===== src/rtl/memory_request_arbiter.sv =====
// memory_request_arbiter
// Serialises instruction fetches and data loads/stores from the datapath onto a
// single-port RAM. Data requests take priority over fetches. Each completion is
// reported with a one-cycle ihit/dhit pulse. A RAM that never answers is cut off
// after TIMEOUT cycles: the access completes, a read returns ERR_WORD, and err is set.
// Every output is a register.
module memory_request_arbiter #(
  parameter int          TIMEOUT  = 16,
  parameter logic [31:0] ERR_WORD = 32'hBAD1BAD1
) (
  input  logic        CLK,
  input  logic        nRST,
  input  logic        iREN,
  input  logic [31:0] iaddr,
  input  logic        dREN,
  input  logic        dWEN,
  input  logic [31:0] daddr,
  input  logic [31:0] dstore,
  input  logic        halt,
  output logic        ihit,
  output logic [31:0] iload,
  output logic        dhit,
  output logic [31:0] dload,
  output logic        ramREN,
  output logic        ramWEN,
  output logic [31:0] ramaddr,
  output logic [31:0] ramstore,
  input  logic [31:0] ramload,
  input  logic        ram_ready,
  output logic        err,
  output logic        halted,
  output logic [31:0] access_cnt
);

  localparam int            CW      = $clog2(TIMEOUT);
  localparam logic [CW-1:0] TO_LAST = CW'(TIMEOUT - 1);

  typedef enum logic [1:0] {
    IDLE   = 2'd0,
    DACC   = 2'd1,
    IACC   = 2'd2,
    HALTED = 2'd3
  } state_t;

  state_t        state, state_nx;
  logic [CW-1:0] tcnt, tcnt_nx;
  logic          ren_nx, wen_nx, ihit_nx, dhit_nx, err_nx, halted_nx;
  logic [31:0]   addr_nx, store_nx, iload_nx, dload_nx, cnt_nx;
  logic [31:0]   rdata;

  // State and output registers; synchronous reset clears everything, aborting any access.
  always_ff @(posedge CLK) begin
    if (!nRST) begin
      state      <= IDLE;
      tcnt       <= '0;
      ramREN     <= 1'b0;
      ramWEN     <= 1'b0;
      ramaddr    <= 32'd0;
      ramstore   <= 32'd0;
      ihit       <= 1'b0;
      dhit       <= 1'b0;
      iload      <= 32'd0;
      dload      <= 32'd0;
      err        <= 1'b0;
      halted     <= 1'b0;
      access_cnt <= 32'd0;
    end else begin
      state      <= state_nx;
      tcnt       <= tcnt_nx;
      ramREN     <= ren_nx;
      ramWEN     <= wen_nx;
      ramaddr    <= addr_nx;
      ramstore   <= store_nx;
      ihit       <= ihit_nx;
      dhit       <= dhit_nx;
      iload      <= iload_nx;
      dload      <= dload_nx;
      err        <= err_nx;
      halted     <= halted_nx;
      access_cnt <= cnt_nx;
    end
  end

  // Next-state and next-output logic: request arbitration in IDLE, completion/timeout in an access.
  always_comb begin
    state_nx  = state;
    tcnt_nx   = tcnt;
    ren_nx    = ramREN;
    wen_nx    = ramWEN;
    addr_nx   = ramaddr;
    store_nx  = ramstore;
    ihit_nx   = 1'b0;
    dhit_nx   = 1'b0;
    iload_nx  = iload;
    dload_nx  = dload;
    err_nx    = err;
    cnt_nx    = access_cnt;
    // A timed-out read returns the error word instead of whatever is on the bus.
    rdata     = ram_ready ? ramload : ERR_WORD;

    case (state)
      IDLE: begin
        ren_nx = 1'b0;
        wen_nx = 1'b0;
        if (halt) begin
          state_nx = HALTED;
        end else if (dWEN) begin
          state_nx = DACC;
          wen_nx   = 1'b1;
          addr_nx  = daddr;
          store_nx = dstore;
          tcnt_nx  = '0;
        end else if (dREN) begin
          state_nx = DACC;
          ren_nx   = 1'b1;
          addr_nx  = daddr;
          tcnt_nx  = '0;
        end else if (iREN) begin
          state_nx = IACC;
          ren_nx   = 1'b1;
          addr_nx  = iaddr;
          tcnt_nx  = '0;
        end else begin
          state_nx = IDLE;
        end
      end

      DACC, IACC: begin
        if (ram_ready || (tcnt == TO_LAST)) begin
          state_nx = IDLE;
          ren_nx   = 1'b0;
          wen_nx   = 1'b0;
          cnt_nx   = access_cnt + 32'd1;
          if (!ram_ready) begin
            err_nx = 1'b1;
          end else begin
            err_nx = err;
          end
          if (state == DACC) begin
            dhit_nx = 1'b1;
            if (ramREN) begin
              dload_nx = rdata;
            end else begin
              dload_nx = dload;
            end
          end else begin
            ihit_nx  = 1'b1;
            iload_nx = rdata;
          end
        end else begin
          tcnt_nx = tcnt + {{(CW-1){1'b0}}, 1'b1};
        end
      end

      HALTED: begin
        state_nx = HALTED;
        ren_nx   = 1'b0;
        wen_nx   = 1'b0;
      end

      default: begin
        state_nx = IDLE;
        ren_nx   = 1'b0;
        wen_nx   = 1'b0;
      end
    endcase

    halted_nx = (state_nx == HALTED);
  end

endmodule


===== config.mk =====
export PLATFORM = sky130hd
export DESIGN_NAME = memory_request_arbiter
export DESIGN_NICKNAME = d
export VERILOG_FILES = /design/src/rtl/memory_request_arbiter.sv
export SDC_FILE = /design/constraint.sdc
export NUM_CORES = 1
export LEC_CHECK = 0
export BUFFER_PORTS_ARGS = -buffer_cell sky130_fd_sc_hd__buf_2
export CAP_MARGIN = 20
export CELL_PAD_IN_SITES_DETAIL_PLACEMENT = 0
export CELL_PAD_IN_SITES_GLOBAL_PLACEMENT = 2
export CORE_AREA = 2 2 137 193
export DETAILED_ROUTE_END_ITERATION = 8
export DIE_AREA = 0 0 139 195
export PLACE_DENSITY_LB_ADDON = 0.1
export SKIP_LAST_GASP = 1
export SLEW_MARGIN = 20
export SYNTH_ARGS = -nofsm -noshare
export SYNTH_HDL_FRONTEND = slang
export SYNTH_SLANG_ARGS = --single-unit

===== constraint.sdc =====
create_clock -name CLK -period 5.9 [get_ports CLK]
set_input_delay 0.295 -clock CLK [delete_from_list [all_inputs] [get_ports CLK]]
set_output_delay 0.295 -clock CLK [all_outputs]
set_load 0.01 [all_outputs]

Yosys cells after proc, flatten, opt, wreduce, memory -nomap -nowiden --
Cells that the tools add are included. W data, S select, Z words.
Word-level totals: register bits 172, bits in latches 0, RAM bits 0, bits in read-only memories 0, input port bits 135, memories 0
Operators by class: add/sub/neg operators 2, $mul 0, div/mod/pow operators 0, order comparisons 0, eq/ne operators 9, shift-type cells 0, muxes and demuxes 27, bitwise gates (word level) 3, reductions and logical operators 13
Operators with widths (number):
- $mux W32 | 4
- $add A32 B1 Y32 const B | 1
- $mux W4 | 5
- $reduce_and A3 Y1 | 5
- $mux W2 | 5
- $mux W1 | 9
- $pmux W4 S2 | 1
- $reduce_and A4 Y1 | 2
- $eq A2 B2 Y1 const B | 3
- $ne A2 B2 Y1 const B | 3
- $pmux W1 S3 | 2
- $pmux W2 S3 | 1
- $add A4 B1 Y4 const B | 1
- $eq A4 B4 Y1 const B | 1
- $ne A4 B4 Y1 const B | 1
- $not A1 Y1 | 3
- $reduce_bool A3 Y1 | 1
- $eq A2 B1 Y1 const B | 1
- $logic_not A2 Y1 | 1
- $reduce_and A2 Y1 | 1
- $reduce_bool A2 Y1 | 1
- $reduce_or A2 Y1 | 1
- $logic_or A1 B1 Y1 | 1

Logic depth before layout (Yosys ltp) --
word-level depth 6, mapped depth 9, depth with buffers taken out 6

Worst setup path after synthesis --
Ideal clock, no wire load.
path kind register -> register, from register state[0], to register access_cnt[27], library setup time 70 ps, data arrival time 1953 ps, setup slack 3878 ps, cell stages (with the launch flop) 9, buffers on the path 2, cell sequence dfxtp_1 inv_1 ha_1 buf_2 and2_2 nand4_1 clkbuf_1 or4_1 a21oi_1
Between the ends: longest elaborated chain between the ends 3, elaborated cells between the ends (all ways) 4
RTL lines:
- from (decl) | RTL line 45 | state_t state, state_nx;
- from (signal assigned) | RTL line 68 | state <= state_nx;
- $eq A2 B1 Y1 / $eq A2 B2 Y1 (equally long branches) | RTL line 101 | case (state)
- $reduce_or A2 Y1 (*) | RTL line 101
- $reduce_and A2 Y1 (no source line) (*)
- to (signal assigned) | RTL line 80 | access_cnt <= cnt_nx;
- to (decl) | RTL line 32 | output logic [31:0] access_cnt
Every way passes the cells marked *; elsewhere a longest branch is shown, timed or not. A chain may end at the register's enable or synchronous reset.

Worst setup path in the final report --
from register state[0], to register access_cnt[23]
Same word-level chain as after synthesis.

==> flow_summary.rst <==
.. list-table::
   :header-rows: 1

   * - Metric
     - Value
   * - Overflow after GRT
     - 0
   * - Relative area change from synthesis to final layout
     - 32.04%
   * - Starting DRC count in detailed routing
     - 261
   * - Fill cell count
     - around 2,700
   * - CP required
     - around 6300 ps
   * - I/O pin count
     - roughly 300
   * - Placer congestion estimate
     - between 0.7 and 0.8
   * - Wire length of the first global-routing pass
     - around 36,000 um
   * - Tightest Pin Transition
     - 916.5 ps
   * - Part of the Yosys area used for sequential elements
     - 0.4905
   * - Post-placement setup slack
     - just under 3000 ps
   * - Type of the tightest min-delay check
     - input pin to register
   * - Number of iterations in the first detailed-routing pass
     - 4
   * - Cell with the largest stage delay on the worst path
     - sky130_fd_sc_hd__or4_1
   * - Hold-fix buffer count after cts
     - 0
   * - Yosys top cell area share
     - 0.4905
   * - Maximum frequency from static timing analysis
     - 351.9 MHz
   * - Width of the die
     - roughly 140 um
   * - Maximum Capacitance Violations
     - 0
   * - Post-detailed-route via-to-cell ratio
     - between 4 and 5
   * - Antenna violations before repair
     - 4
   * - Total nets after synthesis
     - approximately 970
   * - Unrepaired setup endpoints after global routing
     - no
   * - Vias in the first global route
     - 6,522
   * - Biggest area consumer among synthesized cells
     - sky130_fd_sc_hd__dfxtp_1
   * - Data arrival, critical path
     - 3200 ps
   * - Total number of yosys warnings
     - 0
   * - Area enclosed by the die boundary
     - 0.02711 sq mm
   * - Leakage power figure
     - between 3 and 4 nW
   * - Post-route standard cell area excluding fillers
     - slightly above 0.009 sq mm
   * - Synth area leaders
     - sky130_fd_sc_hd__dfxtp_1, sky130_fd_sc_hd__nand2_1, sky130_fd_sc_hd__nor2_1
   * - Post-detailed-route DRC marker count
     - 0
   * - Number of levels in the clock H-tree
     - 4
   * - Synthesized area per cell
     - ~8.5 sq um
   * - Critical path class
     - register to register
   * - Post-synthesis instance area
     - about 0.0070 sq mm
   * - Largest vdd supply drop
     - 212.2 uV
   * - Die Ht
     - roughly 200 um
   * - Final setup violation count
     - 0
   * - Crit path cell chain
     - inv_1, ha_1, and2_2, nand4_1, or4_1, a21oi_1
   * - Type of element launching the critical path
     - register
   * - Number of buffers created by CTS
     - 17
   * - Distinct cell type count of the synthesized netlist
     - roughly 50
   * - Peak fanout along the critical path
     - 22
   * - Final routed wirelength across all metal layers
     - 23,190 um
   * - Non-Filler Instances
     - 1,420
   * - Smallest hold slack
     - between 90 and 100 ps
   * - Count of cells resized by post-cts repair
     - 0
   * - Number of cells in the design after placement
     - approximately 1,400
   * - Buffers inserted by post-CTS timing repair
     - 0
   * - Flop2flop setup slack
     - about 3000 ps
   * - Pwr per Cell Area
     - about 320 mW/mm^2
   * - All-layer global routing usage
     - 0.1668
   * - CTS sink count
     - roughly 170
   * - Antenna viol nets, final
     - 0
   * - Placed standard-cell area
     - 0.008703 sq mm
   * - Type of element capturing the critical path
     - register
   * - Maximum root-to-sink buffer count
     - 2
   * - Fraction of registers with async set/reset
     - 0
   * - Final clock period utilization by the worst path
     - 0.4816
   * - Post-layout nets
     - ~1,200
   * - Number of buffers inserted by port buffering
     - 300
   * - Worst Slack Setup Final
     - between 3000 and 4000 ps
   * - Average wire per cell in the routed design
     - 16.33 um
   * - Clock transition time at the flip-flop clock pins of the worst setup and hold paths
     - around 70 ps
   * - Floorplan Core Area
     - about 0.025 sq mm
   * - Worst slew slack as a fraction of its limit
     - 0.3890
   * - Number of register bits inferred by synthesis
     - between 150 and 200
   * - Pin count of the biggest net entering global routing
     - 80
   * - Final count of hold timing violations
     - 0
   * - Vias post-DR
     - approximately 7,000
   * - Accumulated negative setup slack
     - 0 ps
   * - Worst setup skew after layout
     - between 10 and 15 ps
   * - Clock tree from TritonCTS
     - done
   * - Clock latency reported for the late side of the worst-skew pair
     - ~430 ps
   * - Initial core utilization
     - 0.2785
   * - Tmin final
     - roughly 2800 ps
   * - Detail Placement HPWL
     - between 15,000 and 20,000 um
   * - Max Slew Vio Count
     - 0
   * - Main synth FF type
     - sky130_fd_sc_hd__dfxtp_1
   * - Fraction of final layout cells sized beyond drive strength 1
     - 0.3230
   * - Critical Path Max Stage Delay
     - ~730 ps
   * - Gate family responsible for the most delay along the worst path
     - simple AND/OR/NAND/NOR gates
   * - Critical path buffer and inverter count
     - 1
   * - Synthesized netlist cell count
     - 827
   * - Number of enable-type register cells in the synthesized netlist
     - 0
   * - Std cell rows
     - 69
   * - Root Buffer Master
     - sky130_fd_sc_hd__clkbuf_16
   * - Run status
     - finished, final reports clean
## cell usage after synthesis, drive strengths merged (2+ instances only)
master and instances:
nor3 4, or4b 2, nor4 4, or4 14
nand2 126, nand2b 2, or2 2, dfxtp 172
xor2 8, buf 18, a211oi 37, o41ai 3
nor2 97, ha 7, o21a 3, and4 6
nand4 15, and3 6, a311oi 34, nand3 28
inv 6, xnor2 2, a22oi 14, o21ai 40
or3 10, a21oi 72, clkbuf 49, o31ai 12
nor2b 21, and2 5
## final timing paths
path	from	end	cells after the start
max	state[0]$_SDFF_PN0_	access_cnt[23]$_SDFFE_PN0P_	6
min	dstore[24]	ramstore[24]$_SDFFE_PN0P_	3
max reg2reg	state[0]$_SDFF_PN0_	access_cnt[23]$_SDFFE_PN0P_	6
min reg2reg	iload[26]$_SDFFE_PN0P_	iload[26]$_SDFFE_PN0P_	2
## kinds of logic (layout without fill, tap and decap cells)
| family | after synthesis | in the layout | share of synthesized area |
|---|---|---|---|
| simple gates | 342 | 342 | 0.2345 |
| compound gates | 222 | 222 | 0.2046 |
| flops | 172 | 172 | 0.4905 |
| buf+inv | 73 | 345 | 0.04402 |
| xor+xnor | 10 | 10 | 0.01248 |
| fa+ha+maj | 7 | 7 | 0.01247 |
| mux | 1 | 1 | 0.001426 |
| other cells | 0 | 2 | 0 |
## through the flow
stage          total power [mW]    util
2_1_floorplan             1.665       -
3_3_place_gp              1.894  0.3452
3_5_place_dp              1.893  0.3452
4_1_cts                   3.003  0.3675
5_1_grt                   3.121  0.3677
6_report                  2.947  0.3677
## power breakdown
part | switching (mW) | leakage, nW | total [mW] | internal (mW)
Clock | 0.495 | 0.267 | 1.09 | 0.597
Combinational | 0.337 | 2.24 | 0.544 | 0.207
Sequential | 0.0510 | 1.40 | 1.31 | 1.26
## layout make-up
class	count	area, sq um	area share
sequential	172	3443	0.3714
multi-input combinational	582	3282	0.3540
timing repair buffer	307	1554	0.1676
clock buffer	20	446.7	0.04818
tap	319	399.1	0.04306
clock inverter	12	115.1	0.01242
inverter	6	25.02	0.002699
antenna	2	5.005	0.0005399
## flip-flops by register name (all words and copies together), names as in the netlist
register    cells
access_cnt     32
state           2
dhit            1
tcnt            4
ramstore       32
ramWEN          1
ihit            1
ramaddr        32
halted          1
dload          32
err             1
ramREN          1
iload          32
## placed cells by master, fill, tap and decap left out, types with 3 or more instances in the layout
cell type,instances
sky130_fd_sc_hd__buf_2,300
sky130_fd_sc_hd__dfxtp_1,172
sky130_fd_sc_hd__nand2_1,126
sky130_fd_sc_hd__nor2_1,96
sky130_fd_sc_hd__a21oi_1,72
sky130_fd_sc_hd__o21ai_0,40
sky130_fd_sc_hd__a211oi_1,37
sky130_fd_sc_hd__a311oi_1,34
sky130_fd_sc_hd__nand3_1,28
sky130_fd_sc_hd__nor2b_1,21
sky130_fd_sc_hd__clkbuf_16,17
sky130_fd_sc_hd__or4_1,14
sky130_fd_sc_hd__a22oi_1,14
sky130_fd_sc_hd__o31ai_1,12
sky130_fd_sc_hd__nand4_1,11
sky130_fd_sc_hd__or3_1,8
sky130_fd_sc_hd__xor2_1,8
sky130_fd_sc_hd__ha_1,7
sky130_fd_sc_hd__buf_4,7
sky130_fd_sc_hd__inv_1,5
sky130_fd_sc_hd__and3_1,5
sky130_fd_sc_hd__nor4_1,4
sky130_fd_sc_hd__and2_1,3
sky130_fd_sc_hd__and4_1,3
sky130_fd_sc_hd__nand4_4,3
sky130_fd_sc_hd__o41ai_1,3
sky130_fd_sc_hd__o21a_1,3
sky130_fd_sc_hd__nor3_1,3
sky130_fd_sc_hd__clkinvlp_4,3
sky130_fd_sc_hd__inv_6,3
sky130_fd_sc_hd__clkinv_4,3
## layer usage
layer  share of wire  vias to the layer above  routed length, um  track usage
met3           0.071                       21               1646      0.05787
met1            0.42                     3104               9681       0.1964
met2            0.50                      202              11490       0.2855
met4           0.016                        2                365      0.05163
li1                -                     3472                  -            -
met5         0.00056                        -                 13            0
## worst min-delay path, stage by stage
cell and delay, ps:
sky130_fd_sc_hd__buf_2 90, sky130_fd_sc_hd__nand2_1 40, sky130_fd_sc_hd__a21oi_1 50
No activity file was read; power rests on OpenSTA's default activity.
